[src/rtl/deser_8_if.sv]
// Serial-in receiver bus: strobed serial input and Ack in, word plus status out.
// The producer/consumer side takes the master modport; the receiver takes slave.
interface deser_8_if #(
    parameter int WIDTH = 8
);
    localparam int CNT_W = $clog2(WIDTH + 1);

    logic             Start;
    logic             Shift_In;
    logic             Shift_En;
    logic             Ack;
    logic [WIDTH-1:0] Data_Out;
    logic             Valid;
    logic             Busy;
    logic [CNT_W-1:0] Bit_Count;
    logic             Overrun;

    modport master (
        output Start, Shift_In, Shift_En, Ack,
        input  Data_Out, Valid, Busy, Bit_Count, Overrun
    );

    modport slave (
        input  Start, Shift_In, Shift_En, Ack,
        output Data_Out, Valid, Busy, Bit_Count, Overrun
    );
endinterface

[src/rtl/deser_8.sv]
// Serial-in, parallel-out receiver. Collects WIDTH strobed bits into a word,
// holds it under a Valid/Ack handshake and flags bits dropped while waiting.
module deser_8 #(
    parameter int WIDTH     = 8,
    parameter int LSB_FIRST = 1
) (
    input  logic       Clk,
    input  logic       Reset,
    deser_8_if.slave   bus
);
    localparam int CNT_W = $clog2(WIDTH + 1);
    localparam logic [CNT_W-1:0] CNT_ZERO = {CNT_W{1'b0}};
    localparam logic [CNT_W-1:0] CNT_ONE  = {{(CNT_W-1){1'b0}}, 1'b1};
    localparam logic [CNT_W-1:0] CNT_LAST = CNT_W'(WIDTH - 1);
    localparam logic [WIDTH-1:0] WORD_ZERO = {WIDTH{1'b0}};

    typedef enum logic [1:0] {
        ST_IDLE = 2'd0,
        ST_RECV = 2'd1,
        ST_DONE = 2'd2
    } state_t;

    state_t           state_r;
    state_t           state_nxt_s;
    logic [WIDTH-1:0] sr_r;
    logic [WIDTH-1:0] sr_nxt_s;
    logic [WIDTH-1:0] shifted_s;
    logic [WIDTH-1:0] data_r;
    logic [WIDTH-1:0] data_nxt_s;
    logic [CNT_W-1:0] cnt_r;
    logic [CNT_W-1:0] cnt_nxt_s;
    logic             ovr_r;
    logic             ovr_nxt_s;
    logic             valid_r;
    logic             busy_r;

    // Shift register value with the current serial bit inserted at the entry end.
    always_comb begin
        shifted_s = sr_r;
        if (LSB_FIRST != 0) begin
            shifted_s = {bus.Shift_In, sr_r[WIDTH-1:1]};
        end else begin
            shifted_s = {sr_r[WIDTH-2:0], bus.Shift_In};
        end
    end

    // Next-state and next-datapath decode; Start wins over a same-cycle strobe.
    always_comb begin
        state_nxt_s = state_r;
        sr_nxt_s    = sr_r;
        cnt_nxt_s   = cnt_r;
        data_nxt_s  = data_r;
        ovr_nxt_s   = ovr_r;
        case (state_r)
            ST_IDLE: begin
                if (bus.Start) begin
                    state_nxt_s = ST_RECV;
                    sr_nxt_s    = WORD_ZERO;
                    cnt_nxt_s   = CNT_ZERO;
                    ovr_nxt_s   = 1'b0;
                end else begin
                    state_nxt_s = ST_IDLE;
                end
            end
            ST_RECV: begin
                if (bus.Start) begin
                    // Restart: partial word is discarded, last word stays put.
                    sr_nxt_s  = WORD_ZERO;
                    cnt_nxt_s = CNT_ZERO;
                    ovr_nxt_s = 1'b0;
                end else if (bus.Shift_En) begin
                    sr_nxt_s = shifted_s;
                    if (cnt_r == CNT_LAST) begin
                        data_nxt_s  = shifted_s;
                        cnt_nxt_s   = CNT_ZERO;
                        state_nxt_s = ST_DONE;
                    end else begin
                        cnt_nxt_s = cnt_r + CNT_ONE;
                    end
                end else begin
                    state_nxt_s = ST_RECV;
                end
            end
            ST_DONE: begin
                // Any strobe here is a lost bit; an accepted Start clears the flag.
                if (bus.Shift_En) begin
                    ovr_nxt_s = 1'b1;
                end else begin
                    ovr_nxt_s = ovr_r;
                end
                if (bus.Ack) begin
                    if (bus.Start) begin
                        state_nxt_s = ST_RECV;
                        sr_nxt_s    = WORD_ZERO;
                        cnt_nxt_s   = CNT_ZERO;
                        ovr_nxt_s   = 1'b0;
                    end else begin
                        state_nxt_s = ST_IDLE;
                    end
                end else begin
                    state_nxt_s = ST_DONE;
                end
            end
            default: begin
                state_nxt_s = ST_IDLE;
                sr_nxt_s    = WORD_ZERO;
                cnt_nxt_s   = CNT_ZERO;
            end
        endcase
    end

    // FSM state register.
    always_ff @(posedge Clk) begin
        if (Reset) begin
            state_r <= ST_IDLE;
        end else begin
            state_r <= state_nxt_s;
        end
    end

    // Datapath and registered status outputs.
    always_ff @(posedge Clk) begin
        if (Reset) begin
            sr_r    <= WORD_ZERO;
            data_r  <= WORD_ZERO;
            cnt_r   <= CNT_ZERO;
            ovr_r   <= 1'b0;
            valid_r <= 1'b0;
            busy_r  <= 1'b0;
        end else begin
            sr_r    <= sr_nxt_s;
            data_r  <= data_nxt_s;
            cnt_r   <= cnt_nxt_s;
            ovr_r   <= ovr_nxt_s;
            valid_r <= (state_nxt_s == ST_DONE);
            busy_r  <= (state_nxt_s == ST_RECV);
        end
    end

    assign bus.Data_Out  = data_r;
    assign bus.Valid     = valid_r;
    assign bus.Busy      = busy_r;
    assign bus.Bit_Count = cnt_r;
    assign bus.Overrun   = ovr_r;
endmodule
[src/flat_wrapper.sv]
// flat-port wrapper written by rule: the top's interface ports become plain ports
module deser_8_flat 
#(
    parameter int WIDTH     = 8,
    parameter int LSB_FIRST = 1
)
  (Clk, Reset, bus_Start, bus_Shift_In, bus_Shift_En, bus_Ack, bus_Data_Out, bus_Valid, bus_Busy, bus_Bit_Count, bus_Overrun);
  deser_8_if #(.WIDTH(WIDTH)) bus_i ();
  input  logic Clk;
  input  logic Reset;
  input wire logic [$bits(bus_i.Start)-1:0] bus_Start;
  input wire logic [$bits(bus_i.Shift_In)-1:0] bus_Shift_In;
  input wire logic [$bits(bus_i.Shift_En)-1:0] bus_Shift_En;
  input wire logic [$bits(bus_i.Ack)-1:0] bus_Ack;
  output wire logic [$bits(bus_i.Data_Out)-1:0] bus_Data_Out;
  output wire logic [$bits(bus_i.Valid)-1:0] bus_Valid;
  output wire logic [$bits(bus_i.Busy)-1:0] bus_Busy;
  output wire logic [$bits(bus_i.Bit_Count)-1:0] bus_Bit_Count;
  output wire logic [$bits(bus_i.Overrun)-1:0] bus_Overrun;
  assign bus_i.Start = bus_Start;
  assign bus_i.Shift_In = bus_Shift_In;
  assign bus_i.Shift_En = bus_Shift_En;
  assign bus_i.Ack = bus_Ack;
  assign bus_Data_Out = bus_i.Data_Out;
  assign bus_Valid = bus_i.Valid;
  assign bus_Busy = bus_i.Busy;
  assign bus_Bit_Count = bus_i.Bit_Count;
  assign bus_Overrun = bus_i.Overrun;
  deser_8 #(.WIDTH(WIDTH), .LSB_FIRST(LSB_FIRST)) u_core (.Clk(Clk), .Reset(Reset), .bus(bus_i));
endmodule
[config.mk]
export PLATFORM = sky130hd
export DESIGN_NAME = deser_8_flat
export DESIGN_NICKNAME = d
export VERILOG_FILES = /design/src/rtl/deser_8_if.sv /design/src/rtl/deser_8.sv /design/src/flat_wrapper.sv
export SDC_FILE = /design/constraint.sdc
export NUM_CORES = 1
export LEC_CHECK = 0
export BUFFER_PORTS_ARGS = -buffer_cell sky130_fd_sc_hd__clkbuf_2
export CORE_AREA = 3 3 53 55
export DETAILED_ROUTE_END_ITERATION = 8
export DIE_AREA = 0 0 56 58
export SLEW_MARGIN = 20
export SYNTH_ARGS = -nofsm -noshare
export SYNTH_HDL_FRONTEND = slang
export SYNTH_SLANG_ARGS = --single-unit
[constraint.sdc]
create_clock -name Clk -period 1.6 [get_ports Clk]
set_input_delay 0.32 -clock Clk [delete_from_list [all_inputs] [get_ports Clk]]
set_output_delay 0.32 -clock Clk [all_outputs]
set_load 0.1 [all_outputs]
After elaboration in Yosys (flattened, before gate mapping)
Index checks and enable logic that the tools add are counted.
{ "word_totals": {"reg_bits": 25, "out_inout_bits": 15, "elab_cells": 45} }
{ "classes": {"add_sub_neg": 1, "n_eq_ne": 8, "muxes": 22, "bitwise_logic": 1, "reduce_logical": 6} }
{ "op_table": {"columns": ["op", "n"], "rows": [
  ["two-way mux 8 bit", 4],
  ["one-hot mux 8 bit (3 select lines)", 1],
  ["two-way mux 4 bit", 5],
  ["one-hot mux 4 bit (3 select lines)", 1],
  ["two-way mux 2 bit", 4],
  ["one-hot mux 2 bit (3 select lines)", 1],
  ["two-way mux 1 bit", 5],
  ["adder 4 x 1 -> 4 bit, second input constant", 1],
  ["== test 2 x 1 -> 1 bit, second input constant", 2],
  ["== test 2 bit, second input constant", 2],
  ["== test 4 x 3 -> 1 bit, second input constant", 1],
  ["AND reduction 2 bit", 2],
  ["AND reduction 4 bit", 1],
  ["inequality test 3 bit, second input constant", 1],
  ["logical NOT 2 bit", 1],
  ["inequality test 2 x 1 -> 1 bit, second input constant", 1],
  ["inequality test 2 bit, second input constant", 1],
  ["one-hot mux 1 bit (2 select lines)", 1],
  ["nonzero test 2 bit", 1],
  ["OR reduction 2 bit", 1],
  ["inverter 1 bit", 1]
]} }

Depth between registers and ports, before layout
{ "logic_depth": {"depth_word": 6, "depth_mapped": 6, "mapped_depth_nobuf": 5} }

Worst setup path after synthesis
No wires, ideal clock.
{ "synth_timing": {"path_kind": "register to register", "start": "register u_core.cnt_r[0] (netlist: u_core.bus.Bit_Count[0])", "end": "register u_core.data_r[0] (netlist: u_core.bus.Data_Out[0])", "setup_time_ns": 0.128, "t_arrival_ns": 1.968, "required_time_ns": 1.472, "path_slack_ns": -0.496, "stages_incl_launch_ff": 7, "n_path_buf": 1, "period_less_slack_ns": 2.096, "cell_sequence": "dfxtp_1 > ha_1 > and3b_1 > nand4_1 > buf_6 > mux2i_1 > nor2_1"} }
{ "synth_via": {"elab_chain_cells": 2} }
{ "synth_lines": {"columns": ["element", "line_no", "text"], "rows": [
  ["start, declared", "deser_8.sv:30", "logic [CNT_W-1:0] cnt_r;"],
  ["start signal, assigned", "deser_8.sv:133", "cnt_r <= cnt_nxt_s;"],
  ["== test 4 x 3 -> 1 bit", "deser_8.sv:73", "if (cnt_r == CNT_LAST) begin"],
  ["AND reduction 4 bit (no source line)", null, null],
  ["end signal, assigned", "deser_8.sv:132", "data_r <= data_nxt_s;"],
  ["end, declared", "deser_8.sv:28", "logic [WIDTH-1:0] data_r;"]
]} }
No other way between the ends.
A chain may end at the register's enable or synchronous reset.

Worst setup path in the final report
{ "layout_timing": {"start": "register u_core.cnt_r[2] (netlist: u_core.bus.Bit_Count[2])", "end": "output bus_Bit_Count[2]"} }
{ "layout_lines": {"columns": ["element", "line_no", "text"], "rows": [
  ["end, declared", "flat_wrapper.sv:18", "output wire logic [$bits(bus_i.Bit_Count)-1:0] bus_Bit_Count;"]
]} }
No word-level cell between the ends.

==> reports/results.tsv <==
stage	metric	value	unit
clocking	post-CTS sizing	0	
sta	Final period util	94.3	%
pwr	internal power	0.808	mW
sta	Tmin final	1.51	ns
pwr	Flop pwr share	58.2	%
clocking	CTS Hold Bufs	0	
clocking	Clk pin slew, worst setup/hold paths	0.13	ns
worst_setup_path	CP peak stage delay	0.47	ns
worst_setup_path	CP Launch Type	flop	
clocking	Post-CTS Setup Bufs	0	
routing	Final ANT Viol Nets	0	
synthesis	Synth area leader	dfxtp_1	
clocking	Clock Path Buffers	2	
floorplanning	Die Y-Extent	58	um
grt	total gr overflow	0	
grt	first-pass GRT wire length	2.77	mm
routing	vias per cell	5.06	
synthesis	top cells by area, synth	dfxtp_1 52%, mux2i_1 8.6%, a22o_1 8.5%, nor2_1 4.4%, buf_6 3.6%	
sta	Hold WS	0.243	ns
grt	GRT Util Overall	10.8	%
clocking	clock latency at the later pin of the worst-skew pair	0.31	ns
status	status	finished clean	
routing	First-pass DRT Iterations	4	
synthesis	Post-synth ARST share	0	%
sta	final hold violation count	0	
routing	WL per Instance	12.2	um
pwr	Comb pwr share	6.4	%
synthesis	Main synth FF type	dfxtp_1	
worst_setup_path	CP Depth	1	
final_layout	layout cell share with drive strength beyond 1	30.6	%
pwr	worst vdd ir	0.000416	V
synthesis	post-synth cell types	31	
sta	Setup TNS	0	ns
synthesis	syn_nets	95	
sta	Setup WS post-layout	0.0917	ns
sta	relative slew slack	63.9	%
routing	Iteration-0 DRC Markers	13	
sta	# setup viols final	0	
worst_setup_path	worst-path cell chain	clkbuf_2	
synthesis	Post-synth EDFFs	0	
clocking	CTS Sinks	24	
grt	largest net degree at the start of global routing	15	
pwr	clock share of power	35.3	%
clocking	CTS tree	done	
floorplanning	row count	18	
routing	drt drc	0	
hold_path	Cells on Worst Hold Path	2	
placed_design	DP Area	1050	um^2
floorplanning	die width	56	um
synthesis	top cell type's share of synthesized area	51.8	%
floorplanning	Initial Util	38.2	%
floorplanning	Die Area	3250	um^2
clocking	Num CTS Buffers	3	
pwr	Psw	0.231	mW
final_layout	commonest cells after routing, fill and taps aside	20 x clkbuf_2, 20 x dfxtp_1, 11 x nor2_1, 9 x a22o_1, 8 x mux2i_1	
final_layout	Final Net Count	116	
final_layout	finished layout cell area	1100	um^2
run	Max Cap Viol	0	
pwr	Power, Total	1.04	mW
sta	RSZ-0062 raised after global routing	no	
worst_setup_path	FF-to-FF path depth	6	
sta	clk_skew	0.00828	ns
placed_design	Cells after DPL	134	
final_layout	Area growth syn-to-layout	18.6	%
placed_design	Place WS	0.153	ns
synthesis	Cells after Synth	88	
routing	final wirelength	1.68	mm
sta	Slew @ Worst Pin	0.544	ns
worst_setup_path	CP delay by family, top	buffers and inverters	
floorplanning	Core ar.	2430	um^2
worst_setup_path	Crit. End Element	output port	
synthesis	Cell Area, Synth	928	um^2
pwr	Sw Ratio	22.2	%
worst_setup_path	CP max FO	6	
sta	fmax	663	MHz
placed_design	post-DP HPWL	1.23	mm
final_layout	Finished Layout Cells	138	
grt	antenna violations before repair	0	
floorplanning	I/O pin total	21	
final_layout	Final Util	45.3	%
sta	Slew Limit Fails	0	
placed_design	Port-buffer cells	20	
worst_setup_path	Setup CP Type	reg2out	
placed_design	RePlAce Congestion	0.796	
pwr	PD cells	944	nW/um^2
routing	routed via count	698	
final_layout	n_diodes	0	
clocking	clock root cell	clkbuf_4	
synthesis	post-synthesis sequential area ratio	51.8	%
worst_setup_path	CP arrival	1.19	ns
clocking	H-tree depth	1	
synthesis	Avg Inst Size Synth	10.5	um^2
synthesis	Yosys reg bits	24	
synthesis	YS warnings	0	
hold_path	worst hold path type	in2reg	
pwr	Leak Pwr	0.540	nW
worst_setup_path	Critical Path RT	1.28	ns
worst_setup_path	Critical Path Slowest Stage Cell	clkbuf_2	
grt	vias in the first global route	640	
worst_setup_path	CP bufs+invs	1	
final cells by class:
type / instances / area, um^2
Clock buffer: 4 / 47.5
Inverter: 2 / 7.51
Sequential cell: 24 / 490
Multi-Input combinational cell: 56 / 390
Tap cell: 30 / 37.5
Timing Repair Buffer: 22 / 128
Fill cell: 241 / 1330
cells by family after synthesis:
logic type,Yosys count,synth area share [%]
compound gates,24,19.5
flops,24,51.8
simple gates,23,12.5
buf+inv,8,6.20
mux,8,8.63
fa+ha+maj,1,1.35
final timing paths:
path / endpoint / slack (ns) / startpoint
setup / recovery: bus_Bit_Count[2] / 0.09 / u_core.bus.Bit_Count[2]
hold / removal: u_core.bus.Bit_Count[2] / 0.24 / Reset
setup reg to reg: u_core.bus.Data_Out[2] / 0.13 / u_core.bus.Bit_Count[0]
hold reg to reg: u_core.sr_r[1] / 0.51 / u_core.sr_r[1]
flip-flops by register name (all words and copies together), names as in the netlist:
name,count
u_core.bus.Busy,1
u_core.bus.Data_Out,8
u_core.bus.Overrun,1
u_core.sr_r,7
u_core.bus.Valid,1
u_core.bus.Bit_Count,4
u_core.state_r,2
layer usage:
| metal | GRT usage, % | vias to the layer above | routed length, um |
|---|---|---|---|
| met1 | 14.4 | 320 | 874 |
| met2 | 16.0 | 11 | 719 |
| met4 | 5.08 | 0 | 15 |
| met3 | 3.34 | 2 | 74 |
| li1 | - | 365 | - |
| met5 | 0 | - | 0 |
power by group through the flow:
stage / Combinational (mW) / Sequential (mW) / Clock, mW
finish: 0.0668 / 0.605 / 0.367
detailed placement: 0.0669 / 0.619 / 0
global route: 0.0725 / 0.607 / 0.397
floorplan: 0.0310 / 0.638 / 0
CTS: 0.0670 / 0.606 / 0.381
global placement: 0.0675 / 0.619 / 0
Yosys cell counts (all sizes together), types with 2 or more instances:
master	number
buf	5
nand3	3
o21ai	2
a22o	9
inv	2
nor2	11
dfxtp	24
nor3	2
a21oi	6
mux2i	8
No activity file was read; power rests on OpenSTA's default activity.
